File: src/rtl/lstm_step_sched.sv
// LSTM time-step scheduler: shares one gate MAC and one activation unit across gates i,f,g,o,
// then updates C and h internally. Define LSTM_SCHED_SAT_EN for saturating arithmetic (default wraps).
module lstm_step_sched #(
  parameter int WIDTH = 16,
  parameter int FRAC  = 8,
  parameter int LEN_W = 8
) (
  input  logic                    clk,
  input  logic                    rst,
  input  logic [LEN_W-1:0]        seq_len,
  input  logic signed [WIDTH-1:0] h_init,
  input  logic signed [WIDTH-1:0] c_init,
  input  logic signed [WIDTH-1:0] x_in,
  input  logic                    x_valid,
  output logic                    x_ready,
  output logic                    mac_req,
  output logic [1:0]              mac_gate,
  output logic signed [WIDTH-1:0] mac_x,
  output logic signed [WIDTH-1:0] mac_h,
  input  logic                    mac_ack,
  input  logic signed [WIDTH-1:0] mac_result,
  output logic                    act_req,
  output logic                    act_tanh,
  output logic signed [WIDTH-1:0] act_in,
  input  logic                    act_ack,
  input  logic signed [WIDTH-1:0] act_out,
  output logic signed [WIDTH-1:0] y_out,
  output logic                    y_last,
  output logic                    y_valid,
  input  logic                    y_ready,
  output logic signed [WIDTH-1:0] h_out,
  output logic signed [WIDTH-1:0] c_out,
  output logic                    busy
);

  typedef enum logic [2:0] {S_IDLE, S_MAC, S_ACT, S_CELL, S_TANH, S_OUT} state_t;

`ifdef LSTM_SCHED_SAT_EN
  function automatic logic signed [WIDTH-1:0] sat_val(input logic neg);
    sat_val = neg ? {1'b1, {(WIDTH-1){1'b0}}} : {1'b0, {(WIDTH-1){1'b1}}};
  endfunction
`endif

  function automatic logic signed [WIDTH-1:0] fxmul(input logic signed [WIDTH-1:0] a,
                                                    input logic signed [WIDTH-1:0] b);
    logic signed [2*WIDTH-1:0] prod;
    prod = a * b;
    prod = prod >>> FRAC;
`ifdef LSTM_SCHED_SAT_EN
    // Representable only when every bit above the result sign bit matches it.
    if (prod[2*WIDTH-1:WIDTH-1] != {(WIDTH+1){prod[WIDTH-1]}}) begin
      fxmul = sat_val(prod[2*WIDTH-1]);
    end else begin
      fxmul = prod[WIDTH-1:0];
    end
`else
    fxmul = prod[WIDTH-1:0];
`endif
  endfunction

  function automatic logic signed [WIDTH-1:0] cell_add(input logic signed [WIDTH-1:0] a,
                                                       input logic signed [WIDTH-1:0] b);
    logic signed [WIDTH:0] sum;
    sum = {a[WIDTH-1], a} + {b[WIDTH-1], b};
`ifdef LSTM_SCHED_SAT_EN
    if (sum[WIDTH] != sum[WIDTH-1]) begin
      cell_add = sat_val(sum[WIDTH]);
    end else begin
      cell_add = sum[WIDTH-1:0];
    end
`else
    cell_add = sum[WIDTH-1:0];
`endif
  endfunction

  state_t                  state_q;
  logic signed [WIDTH-1:0] x_q, h_q, c_q, pre_q;
  logic signed [WIDTH-1:0] gi_q, gf_q, gg_q, go_q;
  logic [1:0]              gate_q;
  logic [LEN_W-1:0]        step_q, len_q;
  logic                    x_ready_q, mac_req_q, act_req_q, act_tanh_q;
  logic                    y_valid_q, y_last_q, busy_q;
  logic signed [WIDTH-1:0] act_in_q;

  logic signed [WIDTH-1:0] c_d, h_d;
  logic [LEN_W-1:0]        len_d;
  logic                    last_d;

  // Datapath next values: cell update, hidden update, clamped length and last-step flag.
  always_comb begin
    c_d    = cell_add(fxmul(gf_q, c_q), fxmul(gi_q, gg_q));
    h_d    = fxmul(go_q, act_out);
    len_d  = (seq_len == {LEN_W{1'b0}}) ? {{(LEN_W-1){1'b0}}, 1'b1} : seq_len;
    last_d = (step_q == (len_q - {{(LEN_W-1){1'b0}}, 1'b1}));
  end

  // Scheduler FSM with all handshake outputs registered alongside the state.
  always_ff @(posedge clk or posedge rst) begin
    if (rst) begin
      state_q    <= S_IDLE;
      x_q        <= {WIDTH{1'b0}};
      h_q        <= {WIDTH{1'b0}};
      c_q        <= {WIDTH{1'b0}};
      pre_q      <= {WIDTH{1'b0}};
      gi_q       <= {WIDTH{1'b0}};
      gf_q       <= {WIDTH{1'b0}};
      gg_q       <= {WIDTH{1'b0}};
      go_q       <= {WIDTH{1'b0}};
      gate_q     <= 2'd0;
      step_q     <= {LEN_W{1'b0}};
      len_q      <= {LEN_W{1'b0}};
      x_ready_q  <= 1'b1;
      mac_req_q  <= 1'b0;
      act_req_q  <= 1'b0;
      act_tanh_q <= 1'b0;
      act_in_q   <= {WIDTH{1'b0}};
      y_valid_q  <= 1'b0;
      y_last_q   <= 1'b0;
      busy_q     <= 1'b0;
    end else begin
      case (state_q)
        S_IDLE: begin
          if (x_valid) begin
            x_q       <= x_in;
            gate_q    <= 2'd0;
            if (step_q == {LEN_W{1'b0}}) begin
              h_q   <= h_init;
              c_q   <= c_init;
              len_q <= len_d;
            end
            state_q   <= S_MAC;
            x_ready_q <= 1'b0;
            mac_req_q <= 1'b1;
            busy_q    <= 1'b1;
          end
        end
        S_MAC: begin
          if (mac_ack) begin
            pre_q      <= mac_result;
            state_q    <= S_ACT;
            mac_req_q  <= 1'b0;
            act_req_q  <= 1'b1;
            act_tanh_q <= (gate_q == 2'd2);
            act_in_q   <= mac_result;
          end
        end
        S_ACT: begin
          if (act_ack) begin
            case (gate_q)
              2'd0:    gi_q <= act_out;
              2'd1:    gf_q <= act_out;
              2'd2:    gg_q <= act_out;
              default: go_q <= act_out;
            endcase
            act_req_q <= 1'b0;
            if (gate_q == 2'd3) begin
              state_q <= S_CELL;
            end else begin
              gate_q    <= gate_q + 2'd1;
              state_q   <= S_MAC;
              mac_req_q <= 1'b1;
            end
          end
        end
        S_CELL: begin
          // The tanh operand is the freshly computed C, so forward it directly.
          c_q        <= c_d;
          state_q    <= S_TANH;
          act_req_q  <= 1'b1;
          act_tanh_q <= 1'b1;
          act_in_q   <= c_d;
        end
        S_TANH: begin
          if (act_ack) begin
            h_q        <= h_d;
            state_q    <= S_OUT;
            act_req_q  <= 1'b0;
            act_tanh_q <= 1'b0;
            y_valid_q  <= 1'b1;
            y_last_q   <= last_d;
          end
        end
        S_OUT: begin
          if (y_ready) begin
            step_q    <= y_last_q ? {LEN_W{1'b0}} : (step_q + {{(LEN_W-1){1'b0}}, 1'b1});
            state_q   <= S_IDLE;
            y_valid_q <= 1'b0;
            y_last_q  <= 1'b0;
            x_ready_q <= 1'b1;
            busy_q    <= 1'b0;
          end
        end
        default: begin
          state_q    <= S_IDLE;
          x_ready_q  <= 1'b1;
          mac_req_q  <= 1'b0;
          act_req_q  <= 1'b0;
          act_tanh_q <= 1'b0;
          y_valid_q  <= 1'b0;
          y_last_q   <= 1'b0;
          busy_q     <= 1'b0;
        end
      endcase
    end
  end

  assign x_ready  = x_ready_q;
  assign mac_req  = mac_req_q;
  assign mac_gate = gate_q;
  assign mac_x    = x_q;
  assign mac_h    = h_q;
  assign act_req  = act_req_q;
  assign act_tanh = act_tanh_q;
  assign act_in   = act_in_q;
  assign y_out    = h_q;
  assign y_last   = y_last_q;
  assign y_valid  = y_valid_q;
  assign h_out    = h_q;
  assign c_out    = c_q;
  assign busy     = busy_q;

endmodule
File: config.mk
export PLATFORM = sky130hd
export DESIGN_NAME = lstm_step_sched
export DESIGN_NICKNAME = d
export VERILOG_FILES = /design/src/rtl/lstm_step_sched.sv
export SDC_FILE = /design/constraint.sdc
export NUM_CORES = 2
export LEC_CHECK = 0
export CAP_MARGIN = 20
export CORE_MARGIN = 5
export CORE_UTILIZATION = 59
export CTS_BUF_LIST = sky130_fd_sc_hd__clkbuf_8
export DETAILED_ROUTE_END_ITERATION = 10
export DONT_BUFFER_PORTS = 1
export PLACE_DENSITY = 0.75
export SYNTH_ARGS = -nofsm -noshare
export SYNTH_HDL_FRONTEND = slang
export SYNTH_SLANG_ARGS = --single-unit
File: constraint.sdc
create_clock -name clk -period 12.45 [get_ports clk]
set_clock_uncertainty 0.15 [all_clocks]
set_input_delay 2.49 -clock clk [delete_from_list [all_inputs] [get_ports clk]]
set_output_delay 2.49 -clock clk [all_outputs]
set_load 0.1 [all_outputs]
==> flow_summary.json <==
{
  "cp_common_cell": "fa_1",
  "crit_buf_inv": 4,
  "htreeDepth": 4,
  "post_drt_wl_per_cell_microns": 19.2,
  "use_met1": 0.345,
  "clock_sinks": 156,
  "grt.overflow.total": 0,
  "period_minus_slack_ps": 8840,
  "syn2layout_area_growth_pct": 2.88,
  "wirelength_microns": 73200,
  "period_share": 0.710,
  "ys.flop_type": "dfrtp_1",
  "track_usage": 0.278,
  "grt_setup_unrepaired": "false",
  "gp_congestion": 0.908,
  "final_cells": 3815,
  "grtUsageMet2": 0.479,
  "hold_path_class": "reg -> reg",
  "layout_commonest_cell": "inv_1",
  "drc_errors": 0,
  "path_class": "reg -> reg",
  "use_met3": 0.0607,
  "portBuffers": 0,
  "slew_headroom": 0.292,
  "pin_count": 199,
  "drv_cap": 0,
  "grt_max_degree": 87,
  "syn_inst": 3243,
  "synthArstFlopShare": 1.00,
  "syn_area_per_cell_sq_um": 9.15,
  "grt_pass1_vias": 23300,
  "drive_above_1_share": 0.0624,
  "cp-end-kind": "register",
  "status": "completed",
  "dp_cells": 3782,
  "cts_max_path_buffers": 2,
  "cp-start-kind": "register",
  "clk_latency_ps": 550,
  "crit_required_ps": 12770,
  "viasPerCell": 5.56,
  "ys_ff_latch": 156,
  "antenna_found_initial": 0,
  "core_area_sq_mm": 0.0500,
  "crit_fanout": 17,
  "synth_cell_types": 66,
  "ys_seq_area_frac": 0.132,
  "final_cell_mix": "inv_1, fa_1, nand2_1",
  "path_clk_slew_ps": 120,
  "placed_area_sq_mm": 0.0301,
  "fin_tns_setup_ps": 0,
  "cts.repair.resized": 0,
  "fp-row-count": 82,
  "syn_area_sq_mm": 0.0297,
  "grt_first_pass_wirelength_microns": 119000,
  "synth_edf_count": 0,
  "drtPass1Iterations": 8,
  "finalSetupViolCount": 0,
  "max_stage_delay_ps": 940,
  "hpwl_microns": 58100,
  "critPathSlowestCell": "dfrtp_1",
  "start_util": 0.594,
  "die_h_microns": 234,
  "fmax_mhz": 113,
  "via_count": 21200,
  "crit_family": "adder cells",
  "final-max-slew-violation-count": 0,
  "ant_nets": 0,
  "cts_buffers": 17,
  "grt_busiest_layer": "met2",
  "drt_iter0_drc": 1164,
  "syn-num-nets": 4128,
  "die_x_microns": 234,
  "yosys_warnings": 0,
  "nets": 4015,
  "fin_area_sq_mm": 0.0305,
  "antenna_cells": 0,
  "worst_pin_slew_ps": 1060,
  "cts.root.buffer_cell": "clkbuf_8",
  "crit_arrival_ps": 9170,
  "cts_setup_buffers": 0,
  "dieArea_sq_mm": 0.0549,
  "cts_tree": "built",
  "finalHoldViolations": 0,
  "hold_buffers": 0
}
cell families (layout without fill, tap and decap cells):
group	Yosys count	in the layout	share of synthesized area
xor+xnor	135	135	0.0403
fa+ha+maj	791	791	0.475
flops	156	156	0.132
buf+inv	901	801	0.118
compound gates	230	230	0.0482
mux	91	91	0.0344
simple gates	939	939	0.152
per-stage QoR:
stage	worst slack, ps	util	hold slack (ps)
global placement	3950	0.602	347
finish	3610	0.611	379
global route	3110	0.611	386
floorplan	4130	-	346
CTS	3650	0.611	381
detailed placement	3690	0.602	355
synthesized netlist by cell type (2+ instances only):
cell,n,share of area
or2_2,4,0.00084
and4_1,2,0.00059
nand3_1,19,0.0032
nor3_1,19,0.0032
ha_1,232,0.098
xor2_1,31,0.0091
a311oi_1,2,0.00059
o221ai_1,3,0.00089
mux2i_1,4,0.0013
nand2b_1,24,0.0051
nor4_1,4,0.00084
mux2_2,87,0.033
o31ai_1,3,0.00076
a21oi_1,98,0.017
nor2_1,97,0.012
fa_1,559,0.38
a31oi_1,15,0.0032
buf_4,33,0.0083
buf_1,5,0.00063
nor3b_1,2,0.00051
inv_1,728,0.092
nor2b_1,11,0.0023
dfrtp_1,155,0.13
and3_1,9,0.0019
nand4_1,6,0.0013
o21bai_1,2,0.00051
o21ai_0,53,0.0089
nand3b_1,3,0.00076
a211oi_1,2,0.00051
clkbuf_1,133,0.017
o211ai_1,3,0.00076
a41oi_1,2,0.00059
or3_1,2,0.00042
nand2_1,433,0.055
xnor2_1,103,0.030
o22ai_1,8,0.0017
o2111ai_1,3,0.00089
a21o_1,13,0.0033
o21a_1,5,0.0013
and2_1,300,0.063
flip-flops by register name, indices dropped and copies added, names as in the netlist, 2 cells and up:
signal	count
mac_x	16
h_out	16
gi_q	16
step_q	8
act_in	16
go_q	16
gf_q	16
state_q	3
gg_q	16
c_out	16
len_q	8
mac_gate	2
per-layer routing:
layer,vias to the layer above,share of wire
li1,9378,-
met1,10800,0.38
met2,864,0.50
met3,174,0.085
met4,0,0.036
met5,-,0
path summary, 6_finish.rpt:
check / cells after the start / start / endpoint / slack (ps)
setup / recovery: 30 / c_out[3]$_DFFE_PP0P_ / act_in[15]$_DFFE_PP0P_ / 3610
hold / removal: 1 / h_out[2]$_DFFE_PP0P_ / h_out[2]$_DFFE_PP0P_ / 380
setup reg to reg: 30 / c_out[3]$_DFFE_PP0P_ / act_in[15]$_DFFE_PP0P_ / 3610
hold reg to reg: 1 / h_out[2]$_DFFE_PP0P_ / h_out[2]$_DFFE_PP0P_ / 380
max in group asynchronous: 2 / rst / h_out[10]$_DFFE_PP0P_ / 8880
min in group asynchronous: 1 / rst / mac_x[11]$_DFFE_PP0P_ / 1770
area by class of cell:
cell class	instances	area (sq um)
Clock buffer	17	234
Clock inverter	15	209
Fill cell	4278	19400
Inverter	728	2740
Multi-Input combinational cell	2186	22300
Sequential cell	156	3930
Tap cell	672	841
Timing Repair Buffer	41	315
Power is not shown: default switching activity piles up to over one toggle a cycle in this logic, so the estimate is an artifact.
